File: src/rtl/vga_pkg.sv
// Shared 640x480 timing constants, total derivation and lock-state encoding.
// Used by the VGA timing source and by vga_sync_rx so both agree on values.
package vga_pkg;

  localparam int H_ACTIVE_D = 640;
  localparam int H_FP_D     = 16;
  localparam int H_SW_D     = 96;
  localparam int H_BP_D     = 48;

  localparam int V_ACTIVE_D = 480;
  localparam int V_FP_D     = 10;
  localparam int V_SW_D     = 2;
  localparam int V_BP_D     = 33;

  localparam int XW = 10;
  localparam int YW = 10;
  localparam int PW = 19;

  typedef enum logic [1:0] {
    SEARCH  = 2'd0,
    ACQUIRE = 2'd1,
    LOCKED  = 2'd2
  } lock_st_e;

  function automatic int vga_total(
    input int act,
    input int fp,
    input int sw,
    input int bp
  );
    return act + fp + sw + bp;
  endfunction

  localparam int H_TOTAL_D =
    vga_total(H_ACTIVE_D, H_FP_D, H_SW_D, H_BP_D);
  localparam int V_TOTAL_D =
    vga_total(V_ACTIVE_D, V_FP_D, V_SW_D, V_BP_D);

endpackage

File: src/rtl/vga_sync_rx_if.sv
// Sync/pixel inputs and recovered timing outputs of vga_sync_rx.
// master = timing source / consumer side, slave = the receiver.
interface vga_sync_rx_if;

  logic                    h_sync;
  logic                    v_sync;
  logic                    pixel;
  logic [vga_pkg::XW-1:0]  x;
  logic [vga_pkg::YW-1:0]  y;
  logic                    de;
  logic [vga_pkg::PW-1:0]  p_count;
  logic                    locked;
  logic                    h_err;
  logic                    v_err;
  logic                    pix_err;
  logic                    frame_start;

  modport master (
    output h_sync, v_sync, pixel,
    input  x, y, de, p_count, locked,
    input  h_err, v_err, pix_err, frame_start
  );

  modport slave (
    input  h_sync, v_sync, pixel,
    output x, y, de, p_count, locked,
    output h_err, v_err, pix_err, frame_start
  );

endinterface

File: src/rtl/vga_sync_edge.sv
// Sync input register, polarity normalisation and leading-edge detect.
// o_lead is high for the sample that is the first active one after an inactive one.
module vga_sync_edge #(
  parameter bit SYNC_NEG = 1'b1
) (
  input  logic i_clk,
  input  logic i_rst_n,
  input  logic i_sync,
  output logic o_lead
);

  logic r_sync;
  logic w_act;
  logic w_act_prev;

  always_ff @(posedge i_clk or negedge i_rst_n) begin
    if (!i_rst_n) begin
      r_sync <= SYNC_NEG;
    end else begin
      r_sync <= i_sync;
    end
  end

  assign w_act      = i_sync ^ SYNC_NEG;
  assign w_act_prev = r_sync ^ SYNC_NEG;
  assign o_lead     = w_act & ~w_act_prev;

endmodule

File: src/rtl/vga_sync_rx.sv
// Recovers X/Y/DE/pixel index from VGA syncs and tracks lock.
// Define VGA_SYNC_RX_PCOUNT_EN to compile in the linear pixel index.
module vga_sync_rx
  import vga_pkg::*;
#(
  parameter int H_ACTIVE = H_ACTIVE_D,
  parameter int H_FP     = H_FP_D,
  parameter int H_SW     = H_SW_D,
  parameter int H_BP     = H_BP_D,
  parameter int V_ACTIVE = V_ACTIVE_D,
  parameter int V_FP     = V_FP_D,
  parameter int V_SW     = V_SW_D,
  parameter int V_BP     = V_BP_D,
  parameter bit SYNC_NEG = 1'b1
) (
  input logic          i_clk,
  input logic          i_rst_n,
  vga_sync_rx_if.slave vga
);

  localparam int H_TOTAL = vga_total(H_ACTIVE, H_FP, H_SW, H_BP);
  localparam int V_TOTAL = vga_total(V_ACTIVE, V_FP, V_SW, V_BP);
  localparam int H_LOAD  = H_ACTIVE + H_FP;
  localparam int V_LOAD  = V_ACTIVE + V_FP;
  localparam int TO_LIM  = 2 * H_TOTAL;
  localparam int TW      = $clog2(TO_LIM + 1);

  lock_st_e        r_state;
  lock_st_e        w_state_n;
  logic            r_vcnt;
  logic            w_vcnt_n;
  logic [TW-1:0]   r_hto;
  logic [TW-1:0]   w_hto_n;
  logic            w_tmo;

  logic [XW-1:0]   r_x;
  logic [YW-1:0]   r_y;
  logic [XW-1:0]   w_x_free;
  logic [YW-1:0]   w_y_free;
  logic [XW-1:0]   w_x_n;
  logic [YW-1:0]   w_y_n;
  logic            w_x_wrap;

  logic            w_hl;
  logic            w_vl;
  logic            w_h_err;
  logic            w_v_err;

  logic            w_lock_n;
  logic            w_de_n;
  logic            w_pix_err_n;
  logic            w_fs_n;
  logic [PW-1:0]   w_pc_n;

  logic            r_lock;
  logic            r_de;
  logic [PW-1:0]   r_pc;
  logic            r_h_err;
  logic            r_v_err;
  logic            r_pix_err;
  logic            r_fs;

  vga_sync_edge #(.SYNC_NEG(SYNC_NEG)) u_hs (
    .i_clk   (i_clk),
    .i_rst_n (i_rst_n),
    .i_sync  (vga.h_sync),
    .o_lead  (w_hl)
  );

  vga_sync_edge #(.SYNC_NEG(SYNC_NEG)) u_vs (
    .i_clk   (i_clk),
    .i_rst_n (i_rst_n),
    .i_sync  (vga.v_sync),
    .o_lead  (w_vl)
  );

  // Free-running position; sync edges override it.
  assign w_x_wrap = (r_x == XW'(H_TOTAL - 1));
  assign w_x_free = w_x_wrap ? '0 : r_x + 1'b1;
  assign w_y_free = !w_x_wrap ? r_y :
                    (r_y == YW'(V_TOTAL - 1)) ? '0 : r_y + 1'b1;
  assign w_x_n    = w_hl ? XW'(H_LOAD) : w_x_free;
  assign w_y_n    = w_vl ? YW'(V_LOAD) : w_y_free;

  assign w_h_err  = w_hl && (w_x_free != XW'(H_LOAD)) &&
                    (r_state != SEARCH);
  assign w_v_err  = w_vl && (w_y_free != YW'(V_LOAD)) &&
                    (r_state == LOCKED);

  assign w_hto_n  = w_hl ? '0 :
                    (r_hto == TW'(TO_LIM)) ? r_hto : r_hto + 1'b1;
  assign w_tmo    = (w_hto_n == TW'(TO_LIM));

  always_comb begin
    w_state_n = r_state;
    w_vcnt_n  = r_vcnt;
    unique case (r_state)
      SEARCH: begin
        if (w_hl) begin
          w_state_n = ACQUIRE;
          w_vcnt_n  = 1'b0;
        end
      end
      ACQUIRE: begin
        if (w_h_err) begin
          w_vcnt_n = w_vl;
        end else if (w_vl) begin
          if (r_vcnt) w_state_n = LOCKED;
          w_vcnt_n = 1'b1;
        end
      end
      LOCKED: begin
        if (w_h_err || w_v_err) begin
          w_state_n = ACQUIRE;
          w_vcnt_n  = 1'b0;
        end
      end
      default: begin
        w_state_n = SEARCH;
        w_vcnt_n  = 1'b0;
      end
    endcase
    if (w_tmo) begin
      w_state_n = SEARCH;
      w_vcnt_n  = 1'b0;
    end
  end

  // Flags describe the sample being registered this edge.
  assign w_lock_n    = (w_state_n == LOCKED);
  assign w_de_n      = w_lock_n &&
                       (w_x_n < XW'(H_ACTIVE)) &&
                       (w_y_n < YW'(V_ACTIVE));
  assign w_pix_err_n = w_lock_n && !w_de_n && vga.pixel;
  assign w_fs_n      = w_lock_n && (w_x_n == '0) && (w_y_n == '0);

`ifdef VGA_SYNC_RX_PCOUNT_EN
  localparam logic [PW-1:0] HA_V = PW'(H_ACTIVE);

  function automatic logic [PW-1:0] mul_ha(input logic [YW-1:0] yv);
    logic [PW-1:0] acc;
    acc = '0;
    for (int b = 0; b < PW; b++) begin
      if (HA_V[b]) acc = acc + (PW'(yv) << b);
    end
    return acc;
  endfunction

  assign w_pc_n = w_de_n ? mul_ha(w_y_n) + PW'(w_x_n) : '0;
`else
  assign w_pc_n = '0;
`endif

  always_ff @(posedge i_clk or negedge i_rst_n) begin
    if (!i_rst_n) begin
      r_state   <= SEARCH;
      r_vcnt    <= 1'b0;
      r_hto     <= '0;
      r_x       <= '0;
      r_y       <= '0;
      r_lock    <= 1'b0;
      r_de      <= 1'b0;
      r_pc      <= '0;
      r_h_err   <= 1'b0;
      r_v_err   <= 1'b0;
      r_pix_err <= 1'b0;
      r_fs      <= 1'b0;
    end else begin
      r_state   <= w_state_n;
      r_vcnt    <= w_vcnt_n;
      r_hto     <= w_hto_n;
      r_x       <= w_x_n;
      r_y       <= w_y_n;
      r_lock    <= w_lock_n;
      r_de      <= w_de_n;
      r_pc      <= w_pc_n;
      r_h_err   <= w_h_err;
      r_v_err   <= w_v_err;
      r_pix_err <= w_pix_err_n;
      r_fs      <= w_fs_n;
    end
  end

  assign vga.x           = r_x;
  assign vga.y           = r_y;
  assign vga.de          = r_de;
  assign vga.p_count     = r_pc;
  assign vga.locked      = r_lock;
  assign vga.h_err       = r_h_err;
  assign vga.v_err       = r_v_err;
  assign vga.pix_err     = r_pix_err;
  assign vga.frame_start = r_fs;

endmodule

File: src/flat_wrapper.sv
// flat-port wrapper written by rule: the top's interface ports become plain ports
module vga_sync_rx_flat import vga_pkg::*;
#(
  parameter int H_ACTIVE = H_ACTIVE_D,
  parameter int H_FP     = H_FP_D,
  parameter int H_SW     = H_SW_D,
  parameter int H_BP     = H_BP_D,
  parameter int V_ACTIVE = V_ACTIVE_D,
  parameter int V_FP     = V_FP_D,
  parameter int V_SW     = V_SW_D,
  parameter int V_BP     = V_BP_D,
  parameter bit SYNC_NEG = 1'b1
)
  (i_clk, i_rst_n, vga_h_sync, vga_v_sync, vga_pixel, vga_x, vga_y, vga_de, vga_p_count, vga_locked, vga_h_err, vga_v_err, vga_pix_err, vga_frame_start);
  vga_sync_rx_if vga_i ();
  input logic i_clk;
  input logic i_rst_n;
  input wire logic [$bits(vga_i.h_sync)-1:0] vga_h_sync;
  input wire logic [$bits(vga_i.v_sync)-1:0] vga_v_sync;
  input wire logic [$bits(vga_i.pixel)-1:0] vga_pixel;
  output wire logic [$bits(vga_i.x)-1:0] vga_x;
  output wire logic [$bits(vga_i.y)-1:0] vga_y;
  output wire logic [$bits(vga_i.de)-1:0] vga_de;
  output wire logic [$bits(vga_i.p_count)-1:0] vga_p_count;
  output wire logic [$bits(vga_i.locked)-1:0] vga_locked;
  output wire logic [$bits(vga_i.h_err)-1:0] vga_h_err;
  output wire logic [$bits(vga_i.v_err)-1:0] vga_v_err;
  output wire logic [$bits(vga_i.pix_err)-1:0] vga_pix_err;
  output wire logic [$bits(vga_i.frame_start)-1:0] vga_frame_start;
  assign vga_i.h_sync = vga_h_sync;
  assign vga_i.v_sync = vga_v_sync;
  assign vga_i.pixel = vga_pixel;
  assign vga_x = vga_i.x;
  assign vga_y = vga_i.y;
  assign vga_de = vga_i.de;
  assign vga_p_count = vga_i.p_count;
  assign vga_locked = vga_i.locked;
  assign vga_h_err = vga_i.h_err;
  assign vga_v_err = vga_i.v_err;
  assign vga_pix_err = vga_i.pix_err;
  assign vga_frame_start = vga_i.frame_start;
  vga_sync_rx #(.H_ACTIVE(H_ACTIVE), .H_FP(H_FP), .H_SW(H_SW), .H_BP(H_BP), .V_ACTIVE(V_ACTIVE), .V_FP(V_FP), .V_SW(V_SW), .V_BP(V_BP), .SYNC_NEG(SYNC_NEG)) u_core (.i_clk(i_clk), .i_rst_n(i_rst_n), .vga(vga_i));
endmodule
File: config.mk
export PLATFORM = sky130hd
export DESIGN_NAME = vga_sync_rx_flat
export DESIGN_NICKNAME = d
export VERILOG_FILES = /design/src/rtl/vga_pkg.sv /design/src/rtl/vga_sync_rx_if.sv /design/src/rtl/vga_sync_edge.sv /design/src/rtl/vga_sync_rx.sv /design/src/flat_wrapper.sv
export SDC_FILE = /design/constraint.sdc
export NUM_CORES = 1
export LEC_CHECK = 0
export BUFFER_PORTS_ARGS = -buffer_cell sky130_fd_sc_hd__buf_2
export CAP_MARGIN = 20
export CORE_UTILIZATION = 45
export CTS_BUF_LIST = sky130_fd_sc_hd__clkbuf_2
export DETAILED_ROUTE_END_ITERATION = 6
export GPL_TIMING_DRIVEN = 0
export HOLD_SLACK_MARGIN = 0.05
export PLACE_DENSITY = 0.67
export SYNTH_ARGS = -nofsm -noshare
export SYNTH_HDL_FRONTEND = slang
export SYNTH_SLANG_ARGS = --single-unit
File: constraint.sdc
create_clock -name i_clk -period 4.6 [get_ports i_clk]
set_input_delay 0.23 -clock i_clk [delete_from_list [all_inputs] [get_ports i_clk]]
set_output_delay 0.23 -clock i_clk [all_outputs]
set_load 0.03 [all_outputs]
==> PnR_summary.wiki, run 1 <==
{| class="wikitable"
! Metric !! Value
|-
| Fraction of synthesis flops using an asynchronous set or reset pin || 1.00
|-
| Crit end category || flip-flop
|-
| H-tree depth || 2
|-
| Via-to-Cell Ratio || 5.45
|-
| Overall die width || 79.7 µm
|-
| Worst EP required || 4.93 ns
|-
| Ports || 50
|-
| Number of buffers created by CTS || 5
|-
| Later-pin clock latency in the skew report || 0.42 ns
|-
| Portion of the clock cycle consumed by the worst path in the final layout || 0.706
|-
| Number of endpoints with negative hold slack in the final report || 0
|-
| Area growth from synthesis to layout || 16.0%
|-
| Layout cells sized above 1 || 0.217
|-
| TritonCTS clock tree || done
|-
| Portion of the post-synthesis area used by sequential elements || 0.387
|-
| Prevailing post-synth register cell || sky130_fd_sc_hd__dfrtp_1
|-
| Cell count after placement || 428
|-
| Via count of the first global-routing pass || 2308
|-
| Cell-by-cell listing of the critical path || ha_1 -> buf_2 -> and4_1 -> clkbuf_1 -> nand3_1 -> clkbuf_1 -> a2111oi_0 -> a31oi_1 -> a211oi_2 -> o21ai_2 -> nor4_2
|-
| Detailed-route DRC error count || 0
|-
| Quantity of hold-fixing buffers added after cts || 4
|-
| Warnings, synthesis || 0
|-
| Overall track demand over capacity in global routing || 0.220
|-
| Setup slack of the most critical reg-to-reg path || 1.35 ns
|-
| Post-detailed-route wirelength per cell || 14.3 µm
|-
| Max Clk Rate || 308 MHz
|-
| Wire length of the first global-routing pass || 10800 µm
|-
| Final Skew || 0.0211 ns
|-
| Total negative setup slack || 0 ns
|-
| Std-Cell Core Area || 5680 µm²
|-
| Slowest cell on crit path || sky130_fd_sc_hd__dfrtp_1
|-
| Reg-to-reg critical path endpoint || u_core.vga.frame_start$_DFF_PN0_
|-
| ANT cells || 0
|-
| Peak per-stage delay on the critical path || 0.51 ns
|-
| Setup repair after global routing missed its margin || no
|-
| Area of the mapped netlist || 2720 µm²
|-
| Clock tree sinks || 42
|-
| Overall die area || 6360 µm²
|-
| Ratio of total power to cell area || 325 nW/µm²
|-
| Buffers added on ports || 30
|-
| Headroom to the max-slew limit || 0.571
|-
| CP max FO || 10
|-
| Global route overflow || 0
|-
| Routed wire length || 6310 µm
|-
| Worst-case vdd ir drop || 0.208 mV
|-
| Total leakage power || 1.45 nW
|-
| Library cell used as clock root buffer || sky130_fd_sc_hd__clkbuf_2
|-
| Worst r2r path cells || 11
|-
| Total number of nets in the final design || 378
|-
| Min Clock Period, post-route || 3.25 ns
|-
| Die height || 79.7 µm
|-
| Min-Delay Path Class || in -> async
|-
| Via Count || 2405
|-
| Startpoint of the worst-slack reg-to-reg timing path || u_core.vga.x[0]$_DFF_PN0_
|-
| Final number of setup-violating endpoints || 0
|-
| Number of pins exceeding their max-slew limit in the final report || 0
|-
| Family with the most delay on the worst path || compound AO/OA/AOI/OAI gates
|-
| Post-synth EDFFs || 0
|-
| Post-Syn Instances || 308
|-
| Fill cell instance count of the final layout || 548
|-
| Site Rows || 27
|-
| Run status || completed
|-
| Transition at the pin with the smallest max-transition slack || 0.639 ns
|-
| Arr. time, crit path || 3.58 ns
|-
| Clock-pin slew on the worst setup and hold paths || 0.23 ns
|-
| Initial antenna violation count || 0
|-
| DRT iter0 DRCs || 143
|-
| Flip-flop and latch count after synthesis || 42
|-
| Reported max-cap violation count || 0
|-
| Unique cell type count in the Yosys netlist || 63
|-
| Maximum number of pins on one net before global-route repair || 43
|-
| Placed wire-length estimate || 4470 µm
|-
| Most repeated library cell on the critical path || sky130_fd_sc_hd__clkbuf_1
|-
| Setup Crit Path Kind || reg -> reg
|-
| Post-CTS Repair Setup Buffers || 0
|-
| Number of search-and-repair iterations in the first detailed-routing pass || 4
|-
| Crit path launch type || flip-flop
|-
| Final Non-Filler Cells || 441
|-
| GP Congestion || 0.863
|-
| Initial core utilization || 0.479
|-
| Number of buffers on the longest clock path || 2
|-
| Routed Antenna Nets || 0
|-
| Sum of buffers and inverters on the critical path || 3
|-
| Synthesized area per cell || 8.83 µm²
|-
| Count of cells resized by post-cts repair || 0
|}
==> worst register-to-register path, stage by stage, from the launching register on <==
cell and delay [ns]:
sky130_fd_sc_hd__dfrtp_1 0.51, sky130_fd_sc_hd__ha_1 0.17, sky130_fd_sc_hd__buf_2 0.18, sky130_fd_sc_hd__and4_1 0.19, sky130_fd_sc_hd__clkbuf_1 0.32, sky130_fd_sc_hd__nand3_1 0.16
sky130_fd_sc_hd__clkbuf_1 0.26, sky130_fd_sc_hd__a2111oi_0 0.41, sky130_fd_sc_hd__a31oi_1 0.27, sky130_fd_sc_hd__a211oi_2 0.25, sky130_fd_sc_hd__o21ai_2 0.13, sky130_fd_sc_hd__nor4_2 0.34
==> layout by cell type, fill, tap and decap left out, types with 2 or more instances in the layout <==
master,synthesis,routed
sky130_fd_sc_hd__nor2_1,24,24
sky130_fd_sc_hd__xor2_1,7,7
sky130_fd_sc_hd__clkbuf_1,12,12
sky130_fd_sc_hd__nand3_1,16,16
sky130_fd_sc_hd__a21oi_1,13,13
sky130_fd_sc_hd__o31ai_1,3,3
sky130_fd_sc_hd__clkbuf_2,1,7
sky130_fd_sc_hd__inv_1,10,10
sky130_fd_sc_hd__buf_4,19,19
sky130_fd_sc_hd__dfstp_2,2,2
sky130_fd_sc_hd__dlygate4sd3_1,0,4
sky130_fd_sc_hd__nand2_1,24,24
sky130_fd_sc_hd__ha_1,5,5
sky130_fd_sc_hd__a2bb2oi_1,2,2
sky130_fd_sc_hd__and3_1,10,10
sky130_fd_sc_hd__nor3b_1,4,4
sky130_fd_sc_hd__nand3b_1,2,2
sky130_fd_sc_hd__o21ai_0,11,11
sky130_fd_sc_hd__nor3_1,13,13
sky130_fd_sc_hd__nor4_2,2,2
sky130_fd_sc_hd__and2_1,6,6
sky130_fd_sc_hd__o221a_2,2,2
sky130_fd_sc_hd__a31oi_1,2,2
sky130_fd_sc_hd__dfrtp_1,40,40
sky130_fd_sc_hd__nor2b_1,6,6
sky130_fd_sc_hd__or4_1,3,3
sky130_fd_sc_hd__nand2b_1,5,5
sky130_fd_sc_hd__a22oi_1,2,2
sky130_fd_sc_hd__nand4_1,10,10
sky130_fd_sc_hd__o21a_1,2,2
sky130_fd_sc_hd__a211oi_1,4,4
sky130_fd_sc_hd__conb_1,1,19
sky130_fd_sc_hd__buf_2,4,34
sky130_fd_sc_hd__xnor2_1,10,10
sky130_fd_sc_hd__or3_1,2,2
==> area by class of cell <==
| class | count | area, µm² | share of cell area |
|---|---|---|---|
| tap | 72 | 90.1 | 0.0285 |
| sequential | 42 | 1050 | 0.334 |
| multi-input combinational | 237 | 1470 | 0.467 |
| clock inverter | 2 | 37.5 | 0.0119 |
| timing repair buffer | 35 | 210 | 0.0666 |
| buffer | 37 | 224 | 0.0710 |
| inverter | 10 | 37.5 | 0.0119 |
| clock buffer | 6 | 30.0 | 0.00952 |
==> logic make-up after synthesis <==
logic type                 share of synthesized area
DFF                                            0.387
AOI/OAI and AO/OA                              0.149
buffers and inverters                         0.0961
and+or+nand+nor                                0.288
xor gates and xnor gates                      0.0547
other                                        0.00138
adders and majority gates                     0.0230
==> Yosys cell counts, types with 4 or more instances <==
library cell / number / share of area
sky130_fd_sc_hd__nor3_1: 13 / 0.024
sky130_fd_sc_hd__nor3b_1: 4 / 0.011
sky130_fd_sc_hd__ha_1: 5 / 0.023
sky130_fd_sc_hd__nand4_1: 10 / 0.023
sky130_fd_sc_hd__buf_4: 19 / 0.052
sky130_fd_sc_hd__xor2_1: 7 / 0.023
sky130_fd_sc_hd__and2_1: 6 / 0.014
sky130_fd_sc_hd__clkbuf_1: 12 / 0.017
sky130_fd_sc_hd__nand2b_1: 5 / 0.011
sky130_fd_sc_hd__nand2_1: 24 / 0.033
sky130_fd_sc_hd__a211oi_1: 4 / 0.011
sky130_fd_sc_hd__buf_2: 4 / 0.0074
sky130_fd_sc_hd__xnor2_1: 10 / 0.032
sky130_fd_sc_hd__nor2_1: 24 / 0.033
sky130_fd_sc_hd__o21ai_0: 11 / 0.020
sky130_fd_sc_hd__inv_1: 10 / 0.014
sky130_fd_sc_hd__nand3_1: 16 / 0.029
sky130_fd_sc_hd__and3_1: 10 / 0.023
sky130_fd_sc_hd__a21oi_1: 13 / 0.024
sky130_fd_sc_hd__dfrtp_1: 40 / 0.37
sky130_fd_sc_hd__nor2b_1: 6 / 0.014
==> how the worst max path moves through the flow <==
stage	start	to	slack, ns	depth (start not counted)
after floorplan	u_core.vga.x[0]$_DFF_PN0_	u_core.vga.frame_start$_DFF_PN0_	1.82	11
after global placement	u_core.vga.x[0]$_DFF_PN0_	u_core.vga.frame_start$_DFF_PN0_	1.43	11
after detailed placement	u_core.vga.x[0]$_DFF_PN0_	u_core.vga.frame_start$_DFF_PN0_	1.44	11
after CTS	u_core.vga.x[0]$_DFF_PN0_	u_core.vga.frame_start$_DFF_PN0_	1.42	11
after global routing	u_core.vga.x[0]$_DFF_PN0_	u_core.vga.frame_start$_DFF_PN0_	1.14	11
final	u_core.vga.x[0]$_DFF_PN0_	u_core.vga.frame_start$_DFF_PN0_	1.35	11
==> state kept, by name, summed over array words and instances (netlist names) <==
register / flops
u_core.r_hto: 11
u_core.vga.x: 10
u_core.vga.y: 10
u_core.r_state: 2
u_core.r_vcnt: 1
u_core.u_hs.r_sync: 1
u_core.u_vs.r_sync: 1
u_core.vga.de: 1
u_core.vga.frame_start: 1
u_core.vga.h_err: 1
u_core.vga.locked: 1
u_core.vga.pix_err: 1
u_core.vga.v_err: 1
==> per-layer routing <==
metal,routed length (µm),GRT usage
met1,2960,0.281
met2,2950,0.354
met3,307,0.0537
met4,87,0.0875
met5,0,0
==> where the power goes <==
part | switching [W] | internal (W) | total [W]
registers | 0.0000350 | 0.000413 | 0.000448
logic | 0.000219 | 0.000136 | 0.000355
clock network | 0.000130 | 0.0000939 | 0.000224
==> metrics by stage <==
stage               setup WS (ns)  instance area (µm²)  power (W)  hold WS [ns]   util
floorplan                    1.82                 2790   0.000727       -0.0656      -
global placement             1.43                 3030   0.000799         0.352  0.534
detailed placement           1.44                 3030   0.000806         0.358  0.534
CTS                          1.42                 3140    0.00103         0.412  0.552
global route                 1.14                 3160    0.00110         0.148  0.556
finish                       1.35                 3160    0.00103         0.181  0.556
Power figures use the tool's default switching activity.
==> inputs of run 2 (changes only) <==
--- a/config.mk
+++ b/config.mk
@@ -12,7 +12,7 @@
 export DETAILED_ROUTE_END_ITERATION = 6
 export GPL_TIMING_DRIVEN = 0
 export HOLD_SLACK_MARGIN = 0.05
-export PLACE_DENSITY = 0.67
+export PLACE_DENSITY = 0.69
 export SYNTH_ARGS = -nofsm -noshare
 export SYNTH_HDL_FRONTEND = slang
 export SYNTH_SLANG_ARGS = --single-unit
==> constraint.sdc (replaced) <==
create_clock -name i_clk -period 2.8 [get_ports i_clk]
set_input_delay 0.14 -clock i_clk [delete_from_list [all_inputs] [get_ports i_clk]]
set_output_delay 0.14 -clock i_clk [all_outputs]
set_load 0.03 [all_outputs]
==> PnR_summary.wiki, run 2 (synthesis gave the netlist of run 1 again) <==
{| class="wikitable"
! Metric !! Value
|-
| Run status || completed
|-
| Layout cells sized above 1 || 0.246 (+0.0291)
|-
| Number of endpoints with negative hold slack in the final report || 0 (unchanged)
|-
| Clock tree sinks || 42 (unchanged)
|-
| Family with the most delay on the worst path || simple AND/OR/NAND/NOR gates
|-
| Via count of the first global-routing pass || 2135 (-7.5%)
|-
| Total negative setup slack || 0 ns (unchanged)
|-
| Global route overflow || 0 (unchanged)
|-
| Register containing the most flip-flops in the final layout || u_core.r_hto
|-
| Overall track demand over capacity in global routing || 0.207 (-0.0130)
|-
| Crit path launch type || flip-flop
|-
| Most common cell after layout, fill and taps aside || sky130_fd_sc_hd__dfrtp_1
|-
| Sum of buffers and inverters on the critical path || 2 (-1)
|-
| Reported max-cap violation count || 0 (unchanged)
|-
| Cell-by-cell listing of the critical path || ha_1 -> clkbuf_4 -> and4_4 -> nand3_1 -> clkbuf_1 -> o311ai_0 -> or4_1 -> nor4_2
|-
| Number of buffers on the longest clock path || 2 (unchanged)
|-
| Max Clk Rate || 365 MHz (+18%)
|-
| DR top layer || met4
|-
| H-tree depth || 2 (unchanged)
|-
| Area occupied by multi-input gates || 1530 µm² (+4.0%)
|-
| Library cell used as clock root buffer || sky130_fd_sc_hd__clkbuf_2
|-
| Crit end category || flip-flop
|-
| Number of search-and-repair iterations in the first detailed-routing pass || 4 (unchanged)
|-
| Buffers added on ports || 30 (unchanged)
|-
| Initial antenna violation count || 0 (unchanged)
|-
| Min Clock Period, post-route || 2.74 ns (-0.505 ns)
|-
| Sum of met3 wire segment lengths after detailed routing || 310 µm (+0.98%)
|-
| Total number of nets in the final design || 379 (+0.26%)
|-
| Std-Cell Core Area || 5680 µm² (unchanged)
|-
| Wire length of the first global-routing pass || 10200 µm (-5.8%)
|-
| Setup repair after global routing missed its margin || yes
|-
| Later-pin clock latency in the skew report || 0.41 ns (about the same)
|-
| Max FFs per register || 11 (unchanged)
|-
| Min-Delay Path Class || in -> reg
|-
| Site Rows || 27 (unchanged)
|-
| Overall die area || 6360 µm² (unchanged)
|-
| Detailed-route DRC error count || 0 (unchanged)
|-
| TritonCTS clock tree || done
|-
| Worst path setup slack after routing || 0.0592 ns (-1.30 ns)
|-
| Transition at the pin with the smallest max-transition slack || 0.930 ns (+0.291 ns)
|-
| Area growth from synthesis to layout || 18.2%
|-
| Routed Antenna Nets || 0 (unchanged)
|-
| ANT cells || 0 (unchanged)
|-
| CP max FO || 10 (unchanged)
|-
| Number of pins exceeding their max-slew limit in the final report || 0 (unchanged)
|-
| Ratio of total power to cell area || 527 nW/µm² (+62%)
|-
| Clock-pin slew on the worst setup and hold paths || 0.22 ns (about the same)
|-
| Maximum number of pins on one net before global-route repair || 43 (unchanged)
|-
| Detailed-route wire length on metal 1 || 2970 µm (+0.44%)
|-
| Final number of setup-violating endpoints || 0 (unchanged)
|-
| Via Count || 2427 (+0.91%)
|-
| DRT iter0 DRCs || 188 (+31%)
|-
| Ports || 50 (unchanged)
|-
| Number of buffers created by CTS || 5 (unchanged)
|-
| Headroom to the max-slew limit || 0.380 (-0.190)
|-
| Setup Crit Path Kind || reg -> reg
|-
| Arr. time, crit path || 3.06 ns (-0.52 ns)
|-
| Die height || 79.7 µm (unchanged)
|-
| Wire length on met2 || 2860 µm (-2.9%)
|-
| Commonest cells after routing, fill and taps aside || sky130_fd_sc_hd__dfrtp_1 (38), sky130_fd_sc_hd__buf_2 (33), sky130_fd_sc_hd__nor2_1 (24), sky130_fd_sc_hd__nand2_1 (24), sky130_fd_sc_hd__buf_4 (22)
|-
| Share of the core filled with cells || 0.566 (+0.0104)
|-
| Design Power || 0.00170 W (+65%)
|-
| Final Skew || 0.0123 ns (-0.00883 ns)
|-
| GP Congestion || 0.848 (-1.7%)
|-
| Initial core utilization || 0.479 (unchanged)
|-
| Area of all sequential standard cells || 1060 µm² (+0.24%)
|-
| Overall die width || 79.7 µm (unchanged)
|-
| Worst-case vdd ir drop || 0.324 mV (+56%)
|-
| Total leakage power || 1.49 nW (+2.5%)
|-
| Worst hold slack || 0.363 ns (+0.182 ns)
|-
| Via-to-Cell Ratio || 5.49 (+0.69%)
|-
| Placed wire-length estimate || 4320 µm (-3.2%)
|-
| Peak per-stage delay on the critical path || 0.59 ns (+0.08 ns)
|-
| Routed wire length || 6260 µm (-0.67%)
|-
| Pre-CTS setup slack || -0.380 ns (-1.82 ns)
|-
| Portion of the clock cycle consumed by the worst path in the final layout || 0.979 (+0.273)
|-
| Fill cell instance count of the final layout || 526 (-4.0%)
|-
| Post-detailed-route wirelength per cell || 14.2 µm (-0.89%)
|-
| Slowest cell on crit path || sky130_fd_sc_hd__or4_1
|-
| Worst EP required || 3.12 ns (-1.81 ns)
|}
run 2: stage by stage:
| stage | std cells | cell area [µm²] |
|---|---|---|
| finish | 442 | 3210 |
| floorplan | 326 | 2790 |
| detailed placement | 428 | 3030 |
| CTS | 442 | 3180 |
| global placement | 428 | 3030 |
| global route | 442 | 3210 |
run 2: path summary, 6_finish.rpt:
path | start | to | slack (ns) | cells after the start
min in group asynchronous | i_rst_n | u_core.vga.x[3]$_DFF_PN0_ | 0.38 | 2
min reg2reg | u_core.vga.x[0]$_DFF_PN0_ | u_core.vga.x[0]$_DFF_PN0_ | 0.59 | 2
max reg2reg | u_core.vga.x[0]$_DFF_PN0_ | u_core.vga.frame_start$_DFF_PN0_ | 0.06 | 8
min | vga_h_sync | u_core.u_hs.r_sync$_DFF_PN1_ | 0.36 | 2
max in group asynchronous | i_rst_n | u_core.vga.y[0]$_DFF_PN0_ | 1.79 | 2
max | u_core.vga.x[0]$_DFF_PN0_ | u_core.vga.frame_start$_DFF_PN0_ | 0.06 | 8
run 2: metal layers:
metal  vias up  global-route usage
met5         -                   0
met4         0              0.0679
met3        11              0.0423
met2        73               0.309
met1      1152               0.296
li1       1191                   -
run 2: timing repair:
item,4_1_cts,5_1_grt
setup buffers,3,0
endpoints found under the setup margin,8,4
pin swaps,1,1
hold buffers,4,0
resized for setup,9,6
endpoints found under the hold margin,43,0
run 2: worst reg2reg max path, stage by stage, from the launching register on:
cell	delay (ns)
sky130_fd_sc_hd__dfrtp_2	0.45
sky130_fd_sc_hd__ha_1	0.19
sky130_fd_sc_hd__clkbuf_4	0.18
sky130_fd_sc_hd__and4_4	0.20
sky130_fd_sc_hd__nand3_1	0.09
sky130_fd_sc_hd__clkbuf_1	0.36
sky130_fd_sc_hd__o311ai_0	0.28
sky130_fd_sc_hd__or4_1	0.59
sky130_fd_sc_hd__nor4_2	0.32
run 2: cell type report:
type	instances	share of cell area
buffer	36	0.0693
clock buffer	6	0.00934
clock inverter	2	0.0105
inverter	10	0.0117
multi-input combinational	237	0.476
sequential	42	0.329
tap	72	0.0280
timing repair buffer	37	0.0662
run 2: power by group:
group	total [W]	switching (W)	internal (W)
combinational	0.000609	0.000376	0.000233
clock	0.000357	0.000204	0.000152
sequential	0.000729	0.0000505	0.000679
total	0.00170	0.000631	0.00106
==> inputs of run 3 (changes only) <==
--- a/config.mk
+++ b/config.mk
@@ -7,6 +7,7 @@
 export LEC_CHECK = 0
 export BUFFER_PORTS_ARGS = -buffer_cell sky130_fd_sc_hd__buf_2
 export CAP_MARGIN = 20
+export CORE_MARGIN = 2
 export CORE_UTILIZATION = 45
 export CTS_BUF_LIST = sky130_fd_sc_hd__clkbuf_2
 export DETAILED_ROUTE_END_ITERATION = 6
==> PnR_summary.wiki, run 3 (synthesis gave the netlist of run 1 again) <==
{| class="wikitable"
! Metric !! Value
|-
| Initial antenna violation count || 0 (unchanged)
|-
| Via-to-Cell Ratio || 5.33 (-2.9%)
|-
| Startpoint of the worst-slack reg-to-reg timing path || u_core.vga.x[5]$_DFF_PN0_
|-
| Number of search-and-repair iterations in the first detailed-routing pass || 5 (+1)
|-
| Fill cell instance count of the final layout || 557 (+5.9%)
|-
| Worst EP required || 3.12 ns (about the same)
|-
| Crit path launch type || flip-flop
|-
| Placed instance area || 3030 µm² (+0.12%)
|-
| H-tree depth || 2 (unchanged)
|-
| Max FFs per register || 11 (unchanged)
|-
| Peak per-stage delay on the critical path || 0.56 ns (-0.03 ns)
|-
| Family with the most delay on the worst path || simple AND/OR/NAND/NOR gates
|-
| Layout cells sized above 1 || 0.277 (+0.0311)
|-
| TritonCTS clock tree || done
|-
| Number of buffers created by CTS || 5 (unchanged)
|-
| Sum of buffers and inverters on the critical path || 1 (-1)
|-
| Commonest cells after routing, fill and taps aside || sky130_fd_sc_hd__dfrtp_1 (37), sky130_fd_sc_hd__buf_2 (33), sky130_fd_sc_hd__buf_4 (33), sky130_fd_sc_hd__nor2_1 (24), sky130_fd_sc_hd__nand2_1 (24)
|-
| Area growth from synthesis to layout || 21.9%
|-
| CP max FO || 8 (-2)
|-
| Via count of the first global-routing pass || 2228 (+4.4%)
|-
| Clock tree sinks || 42 (unchanged)
|-
| Buffers added on ports || 30 (unchanged)
|-
| Sequential fraction of design power || 0.429 (about the same)
|-
| Worst-case vdd ir drop || 0.285 mV (-12%)
|-
| Design Power || 0.00171 W (+0.83%)
|-
| Min Clock Period, post-route || 2.71 ns (-0.0265 ns)
|-
| Overall die area || 6680 µm² (+5.1%)
|-
| Via Count || 2421 (-0.25%)
|-
| Global route overflow || 0 (unchanged)
|-
| Transition at the pin with the smallest max-transition slack || 0.934 ns (+0.00382 ns)
|-
| Overall die width || 81.7 µm (+2.5%)
|-
| Portion of the clock cycle consumed by the worst path in the final layout || 0.969 (-0.00947)
|-
| Setup Crit Path Kind || reg -> reg
|-
| Final Cell Area || 3320 µm² (+3.2%)
|-
| Setup repair after global routing missed its margin || yes
|-
| ANT cells || 0 (unchanged)
|-
| Number of buffers on the longest clock path || 2 (unchanged)
|-
| Ports || 50 (unchanged)
|-
| Cell count after placement || 431 (+0.70%)
|-
| Min-Delay Path Class || in -> reg
|-
| Maximum number of pins on one net before global-route repair || 43 (unchanged)
|-
| Arr. time, crit path || 3.03 ns (-0.03 ns)
|-
| Critical path startpoint || u_core.vga.x[5]$_DFF_PN0_
|-
| Total leakage power || 1.56 nW (+5.1%)
|-
| Placed wire-length estimate || 4510 µm (+4.2%)
|-
| Headroom to the max-slew limit || 0.378 (-0.00254)
|-
| Overall track demand over capacity in global routing || 0.200 (-0.00690)
|-
| Max Clk Rate || 368 MHz (+0.98%)
|-
| Internal power || 0.00108 W (+1.6%)
|-
| Clock share of power || 0.210 (about the same)
|-
| Final Skew || 0.0122 ns (-0.0000177 ns)
|-
| Total number of nets in the final design || 388 (+2.4%)
|-
| Std-Cell Core Area || 5890 µm² (+3.7%)
|-
| GP Congestion || 0.882 (+4.0%)
|-
| Area occupied by multi-input gates || 1540 µm² (+0.65%)
|-
| Final Non-Filler Cells || 454 (+2.7%)
|-
| Ratio of total power to cell area || 515 nW/µm² (-2.3%)
|-
| Wire length of the first global-routing pass || 10300 µm (+0.94%)
|-
| NetSw || 0.000628 W (-0.41%)
|-
| Detailed-route DRC error count || 0 (unchanged)
|-
| Library cell used as clock root buffer || sky130_fd_sc_hd__clkbuf_2
|-
| Most common cell after layout, fill and taps aside || sky130_fd_sc_hd__dfrtp_1
|-
| Reported max-cap violation count || 0 (unchanged)
|-
| Slowest cell on crit path || sky130_fd_sc_hd__or4_4
|-
| DRT iter0 DRCs || 149 (-21%)
|-
| Area of all sequential standard cells || 1060 µm² (+0.12%)
|-
| Register containing the most flip-flops in the final layout || u_core.r_hto
|-
| Number of pins exceeding their max-slew limit in the final report || 0 (unchanged)
|-
| Number of endpoints with negative hold slack in the final report || 0 (unchanged)
|-
| Part of the total power dissipated in combinational logic || 0.361 (about the same)
|-
| Post-detailed-route wirelength per cell || 14.0 µm (-1.1%)
|-
| Worst hold start || vga_h_sync
|-
| Clock-pin slew on the worst setup and hold paths || 0.22 ns (about the same)
|-
| Crit end category || flip-flop
|-
| Switching share of power || 0.368 (-0.00458)
|-
| Later-pin clock latency in the skew report || 0.41 ns (about the same)
|-
| Routed wire length || 6360 µm (+1.6%)
|-
| Routed Antenna Nets || 0 (unchanged)
|-
| Site Rows || 28 (+3.7%)
|-
| Final number of setup-violating endpoints || 0 (unchanged)
|-
| Cell-by-cell listing of the critical path || buf_6 -> or3b_4 -> nor4_4 -> xnor2_2 -> or4_4 -> a211oi_2 -> o21ai_2 -> nor4_2
|-
| Die height || 81.7 µm (+2.5%)
|-
| Initial core utilization || 0.462 (-0.0171)
|-
| Run status || completed
|}
[run 3: layout make-up]
cell class                 count  area share
timing repair buffer          48      0.0890
multi-input combinational    237       0.465
inverter                      10      0.0113
sequential                    42       0.319
clock inverter                 1     0.00905
tap                           75      0.0283
buffer                        34      0.0683
clock buffer                   7      0.0106
[run 3: metal layers]
metal / vias to the layer above / global-route usage / wire length, µm / part of all wire
li1: 1203 / - / - / -
met1: 1159 / 0.277 / 3040 / 0.48
met2: 50 / 0.319 / 3020 / 0.47
met3: 9 / 0.0363 / 229 / 0.036
met4: 0 / 0.0583 / 82 / 0.013
met5: - / 0 / 0 / 0
[run 3: timing repair]
action | in CTS | in global routing
pin swaps | 0 | 11
cloned | 0 | 0
endpoints found under the hold margin | 43 | 0
hold buffers | 4 | 0
buffers inserted | 1 | 13
setup endpoints to repair | 7 | 6
gates resized for setup | 8 | 17
[run 3: path summary, 6_finish.rpt]
kind | end | slack [ns] | cells after the start
worst min-delay path | u_core.u_hs.r_sync$_DFF_PN1_ | 0.37 | 2
max in group asynchronous | u_core.vga.y[0]$_DFF_PN0_ | 1.78 | 2
worst max register to register | u_core.vga.frame_start$_DFF_PN0_ | 0.09 | 8
worst max-delay path | u_core.vga.frame_start$_DFF_PN0_ | 0.09 | 8
worst min register to register | u_core.vga.x[0]$_DFF_PN0_ | 0.59 | 2
min in group asynchronous | u_core.vga.x[2]$_DFF_PN0_ | 0.38 | 2
[run 3: per-stage QoR]
step	hold WS [ns]	setup WS, ns	TNS (ns)	util
after floorplan	-0.156	0.0240	0	-
after global placement	0.263	-0.314	-0.714	0.515
after detailed placement	0.266	-0.315	-0.887	0.515
after CTS	0.343	0.00977	0	0.538
after global routing	0.329	-0.0122	-0.0122	0.564
final	0.371	0.0857	0	0.564
[run 3: power by group through the flow]
stage	clock network (W)	logic, W	registers (W)
6_report	0.000360	0.000616	0.000733
5_1_grt	0.000396	0.000686	0.000745
4_1_cts	0.000373	0.000590	0.000734
3_5_place_dp	0	0.000581	0.000746
3_3_place_gp	0	0.000565	0.000743
2_1_floorplan	0	0.000395	0.000799
[run 3: worst register-to-register path, cell delays in order, from the launching register on]
cell,delay (ns)
sky130_fd_sc_hd__dfrtp_1,0.44
sky130_fd_sc_hd__buf_6,0.14
sky130_fd_sc_hd__or3b_4,0.42
sky130_fd_sc_hd__nor4_4,0.31
sky130_fd_sc_hd__xnor2_2,0.11
sky130_fd_sc_hd__or4_4,0.56
sky130_fd_sc_hd__a211oi_2,0.23
sky130_fd_sc_hd__o21ai_2,0.12
sky130_fd_sc_hd__nor4_2,0.30
